`src/rtl/latch_bank_if.sv`:
```
// Client/latch-bank signal bundle for latch_bank_arbiter: two write requesters
// plus the shared latch data bus and one-hot latch enables.
interface latch_bank_if #(
   parameter int DW = 8,
   parameter int AW = 2
);
   logic                 req0;
   logic                 req1;
   logic [AW-1:0]        addr0;
   logic [AW-1:0]        addr1;
   logic [DW-1:0]        data0;
   logic [DW-1:0]        data1;
   logic [1:0]           gnt;
   logic [1:0]           ack;
   logic                 busy;
   logic [DW-1:0]        lat_d;
   logic [(1<<AW)-1:0]   lat_c;

   modport master (
      output req0, req1, addr0, addr1, data0, data1,
      input  gnt, ack, busy, lat_d, lat_c
   );

   modport slave (
      input  req0, req1, addr0, addr1, data0, data1,
      output gnt, ack, busy, lat_d, lat_c
   );
endinterface

```
`src/rtl/latch_bank_arbiter.sv`:
```
// Two-client write arbiter driving a latch bank with setup/open/hold phasing.
// Define LATCH_ARB_FIXED_PRIO_EN for fixed priority (req0 wins); default is round-robin.
module latch_bank_arbiter #(
   parameter int DW = 8,
   parameter int AW = 2
) (
   input  logic         clk,
   input  logic         rst_n,
   latch_bank_if.slave  bus
);
   localparam int NE = 1 << AW;

   typedef enum logic [1:0] {IDLE, SETUP, OPEN, HOLD} state_t;

   state_t          state_reg, state_next;
   logic [1:0]      gnt_reg, gnt_next;
   logic [1:0]      ack_reg, ack_next;
   logic            busy_reg, busy_next;
   logic [DW-1:0]   lat_d_reg, lat_d_next;
   logic [NE-1:0]   lat_c_reg, lat_c_next;
   logic [AW-1:0]   addr_reg, addr_next;
   logic            last_reg, last_next;
   logic            win;
   logic [NE-1:0]   dec;

   for (genvar gi = 0; gi < NE; gi++) begin : g_dec
      assign dec[gi] = (addr_reg == AW'(gi));
   end

   // win = index of the requester to grant; only meaningful when one is pending
   always_comb begin
`ifdef LATCH_ARB_FIXED_PRIO_EN
      win = ~bus.req0;
`else
      if (bus.req0 && bus.req1)
         win = ~last_reg;
      else
         win = ~bus.req0;
`endif
   end

   always_comb begin
      state_next = state_reg;
      gnt_next   = gnt_reg;
      ack_next   = 2'b00;
      lat_d_next = lat_d_reg;
      lat_c_next = '0;
      addr_next  = addr_reg;
      last_next  = last_reg;
      case (state_reg)
         IDLE: begin
            if (bus.req0 || bus.req1) begin
               state_next = SETUP;
               gnt_next   = win ? 2'b10 : 2'b01;
               lat_d_next = win ? bus.data1 : bus.data0;
               addr_next  = win ? bus.addr1 : bus.addr0;
               last_next  = win;
            end
         end
         SETUP: begin
            state_next = OPEN;
            lat_c_next = dec;
         end
         OPEN: begin
            state_next = HOLD;
            ack_next   = gnt_reg;
         end
         HOLD: begin
            state_next = IDLE;
            gnt_next   = 2'b00;
         end
         default: state_next = IDLE;
      endcase
      busy_next = (state_next != IDLE);
   end

   // Async reset drops lat_c at once so an open latch closes without a clock
   always_ff @(posedge clk or negedge rst_n) begin
      if (!rst_n) begin
         state_reg <= IDLE;
         gnt_reg   <= 2'b00;
         ack_reg   <= 2'b00;
         busy_reg  <= 1'b0;
         lat_d_reg <= '0;
         lat_c_reg <= '0;
         addr_reg  <= '0;
         last_reg  <= 1'b1;
      end else begin
         state_reg <= state_next;
         gnt_reg   <= gnt_next;
         ack_reg   <= ack_next;
         busy_reg  <= busy_next;
         lat_d_reg <= lat_d_next;
         lat_c_reg <= lat_c_next;
         addr_reg  <= addr_next;
         last_reg  <= last_next;
      end
   end

   assign bus.gnt   = gnt_reg;
   assign bus.ack   = ack_reg;
   assign bus.busy  = busy_reg;
   assign bus.lat_d = lat_d_reg;
   assign bus.lat_c = lat_c_reg;
endmodule

```
`src/flat_wrapper.sv`:
```
// flat-port wrapper written by rule: the top's interface ports become plain ports
module latch_bank_arbiter_flat 
#(
   parameter int DW = 8,
   parameter int AW = 2
)
  (clk, rst_n, bus_req0, bus_req1, bus_addr0, bus_addr1, bus_data0, bus_data1, bus_gnt, bus_ack, bus_busy, bus_lat_d, bus_lat_c);
  latch_bank_if #(.DW(DW), .AW(AW)) bus_i ();
  input  logic clk;
  input  logic rst_n;
  input wire logic [$bits(bus_i.req0)-1:0] bus_req0;
  input wire logic [$bits(bus_i.req1)-1:0] bus_req1;
  input wire logic [$bits(bus_i.addr0)-1:0] bus_addr0;
  input wire logic [$bits(bus_i.addr1)-1:0] bus_addr1;
  input wire logic [$bits(bus_i.data0)-1:0] bus_data0;
  input wire logic [$bits(bus_i.data1)-1:0] bus_data1;
  output wire logic [$bits(bus_i.gnt)-1:0] bus_gnt;
  output wire logic [$bits(bus_i.ack)-1:0] bus_ack;
  output wire logic [$bits(bus_i.busy)-1:0] bus_busy;
  output wire logic [$bits(bus_i.lat_d)-1:0] bus_lat_d;
  output wire logic [$bits(bus_i.lat_c)-1:0] bus_lat_c;
  assign bus_i.req0 = bus_req0;
  assign bus_i.req1 = bus_req1;
  assign bus_i.addr0 = bus_addr0;
  assign bus_i.addr1 = bus_addr1;
  assign bus_i.data0 = bus_data0;
  assign bus_i.data1 = bus_data1;
  assign bus_gnt = bus_i.gnt;
  assign bus_ack = bus_i.ack;
  assign bus_busy = bus_i.busy;
  assign bus_lat_d = bus_i.lat_d;
  assign bus_lat_c = bus_i.lat_c;
  latch_bank_arbiter #(.DW(DW), .AW(AW)) u_core (.clk(clk), .rst_n(rst_n), .bus(bus_i));
endmodule
```
`config.mk`:
```
export PLATFORM = sky130hd
export DESIGN_NAME = latch_bank_arbiter_flat
export DESIGN_NICKNAME = d
export VERILOG_FILES = /design/src/rtl/latch_bank_if.sv /design/src/rtl/latch_bank_arbiter.sv /design/src/flat_wrapper.sv
export SDC_FILE = /design/constraint.sdc
export NUM_CORES = 1
export LEC_CHECK = 0
export CAP_MARGIN = 20
export CORE_ASPECT_RATIO = 0.8
export CORE_MARGIN = 2
export CORE_UTILIZATION = 36
export CTS_CLUSTER_SIZE = 24
export DETAILED_ROUTE_END_ITERATION = 10
export PLACE_DENSITY = 0.77
export SLEW_MARGIN = 10
export SYNTH_ARGS = -nofsm -noshare
export SYNTH_HDL_FRONTEND = slang
export SYNTH_SLANG_ARGS = --single-unit
export TNS_END_PERCENT = 50
```
`constraint.sdc`:
```
create_clock -name clk -period 2.1 [get_ports clk]
set_clock_uncertainty 0.05 [all_clocks]
set_input_delay 0.21 -clock clk [delete_from_list [all_inputs] [get_ports clk]]
set_output_delay 0.21 -clock clk [all_outputs]
set_load 0.05 [all_outputs]
```
==> qor.csv <==
metric,value,unit
antenna-diode-count,0,
post-cts-setup-buffers,0,
holdBufCountCts,0,
worstPathCellList,clkdlybuf4s50_1,
post-route-min-period,1.78,ns
crit_path_end_kind,output pin,
design_area,1420,µm²
start_kind,flop,
portBuffers,40,
reg2reg_depth,6,
largest_register_ffs,8,
seq_power_share,33.2,%
max-cap-violations,0,
relSlewSlack,66.4,%
dr.pass1.iters,4,
finalCritPeriodShare,84.7,%
cts_tree,yes,
synth_area,948,µm²
antenna_found_initial,0,
gp_congestion,0.751,
drive_above_1_share,8.26,%
final_common_cell,clkdlybuf4s50_1,
clk_pin_slew_worst_paths,0.12,ns
fin_hold_ws,0.198,ns
core,2480,µm²
crit_arrival,1.52,ns
worstReg2RegStart,u_core.state_reg[0],
clkPwrFrac,9.3,%
place_area,1400,µm²
pwr-share-comb,57.6,%
yosysWarnings,0,
drtIter0Drc,25,
p_total,2.11,mW
slowest_delay,0.81,ns
clock-sinks,22,
synth_ff_type,dfrtp_1,
synth_area_per_cell,12.5,µm²
ys_types,22,
layout_common_cells,"clkdlybuf4s50_1 (40), dfrtp_1 (21), a221o_1 (10)",
synth.net_count,105,
cp_data_required_time,1.84,ns
vias,762,
status,completed,
routed_wl,2180,µm
syn2layout_area_growth,50.1,%
die_h,49.9,µm
min_path_type,in -> async,
setup_violations,0,
vdd_drop_max,630,µV
synthCells,76,
dp_hpwl,1670,µm
r2r-end,u_core.bus.lat_d[0],
ys_seq_area_share,58.2,%
grt_pass1_vias,741,
worst_pin_slew,0.503,ns
htreeDepth,1,
drc,0,
maxSlewViolCount,0,
nets,151,
clockBufferDepth,2,
async_flop_share,100,%
die-area,3060,µm²
cts-resized-gates,0,
synth_edf_count,0,
layout.cells.non_filler,157,
crit_buf_inv,1,
ioPinCount,41,
grtUsageTotal,14.5,%
leakagePower,0.628,nW
overflow,0,
wl_per_cell,13.9,µm
avgViaCountPerCell,4.85,
power.density,1480,nW/µm²
clk_latency,0.30,ns
start_util,38.2,%
fin_tns_setup,0,ns
internal-power,1.16,mW
switching_share,45.0,%
grt_max_degree,23,
max_freq,0.562,GHz
rows,16,
crit_path_max_fanout,4,
die_x,61.4,µm
rsz0062_at_grt,false,
numCtsBuffers,3,
path_delay_family,buffers and inverters,
drtAntennaViolNets,0,
root_buffer,clkbuf_4,
dpl.cell_count,153,
hold_violations,0,
ys_ff_latch,22,
grt_pass1_wl,3170,µm
worstSetupPathType,reg -> out,
critPathSlowestCell,clkdlybuf4s50_1,
p_switching,0.949,mW
rrSetupSlack,0.46,ns
==> area by class of cell <==
class | instances | area [µm²]
repair buffers | 44 | 430
flip-flops and latches | 22 | 552
fillers | 227 | 1060
inverters | 4 | 15.0
well taps | 36 | 45.0
clock buffers | 4 | 26.3
multi-input cells | 47 | 355
==> cell families (layout without fill, tap and decap cells) <==
family          Yosys count  in the layout  share of synthesized area [%]
flops                    22             22                           58.2
simple gates             25             25                           15.3
buf+inv                   7             52                           4.35
fa+ha+maj                 5              5                           6.60
compound gates           17             17                           15.6
==> how the worst max path moves through the flow <==
stage | start | to | slack (ns) | depth (start not counted)
3_5_place_dp | bus_req1 | u_core.bus.gnt[1] | 0.46 | 4
3_3_place_gp | bus_req1 | u_core.bus.gnt[1] | 0.51 | 4
6_report | u_core.bus.gnt[1] | bus_gnt[1] | 0.32 | 1
5_1_grt | u_core.bus.gnt[1] | bus_gnt[1] | 0.26 | 1
4_1_cts | u_core.bus.gnt[1] | bus_gnt[1] | 0.30 | 1
2_1_floorplan | u_core.state_reg[0] | u_core.bus.lat_d[0] | 0.62 | 6
==> synthesized netlist by cell type (2+ instances only) <==
| library cell | count | area share (%) |
|---|---|---|
| nand2_1 | 3 | 1.2 |
| inv_1 | 4 | 1.6 |
| and2_1 | 6 | 4.0 |
| and2_0 | 7 | 4.6 |
| nor2_1 | 2 | 0.79 |
| dfrtp_1 | 21 | 55 |
| a221o_1 | 10 | 11 |
| ha_1 | 5 | 6.6 |
| buf_4 | 2 | 1.6 |
| a21oi_1 | 4 | 2.1 |
==> routing by layer <==
metal  track usage [%]  share of wire [%]
met4              5.32               0.64
met3              4.20                7.8
met2              24.6                 47
met1              17.1                 44
met5                 0                  0
==> stage by stage <==
step / setup slack, ns / util [%]
floorplan: 0.620 / -
global placement: 0.510 / 56.3
detailed placement: 0.458 / 56.3
CTS: 0.304 / 57.4
global route: 0.257 / 57.4
finish: 0.320 / 57.4
==> power groups by stage <==
stage,registers (mW),logic [mW],clock network (mW)
after floorplan,1.11,0.416,0
after global placement,0.701,1.18,0
after detailed placement,0.710,1.22,0
after CTS,0.699,1.22,0.206
after global routing,0.718,1.29,0.223
final,0.700,1.22,0.195
No activity file was read; power rests on OpenSTA's default activity.
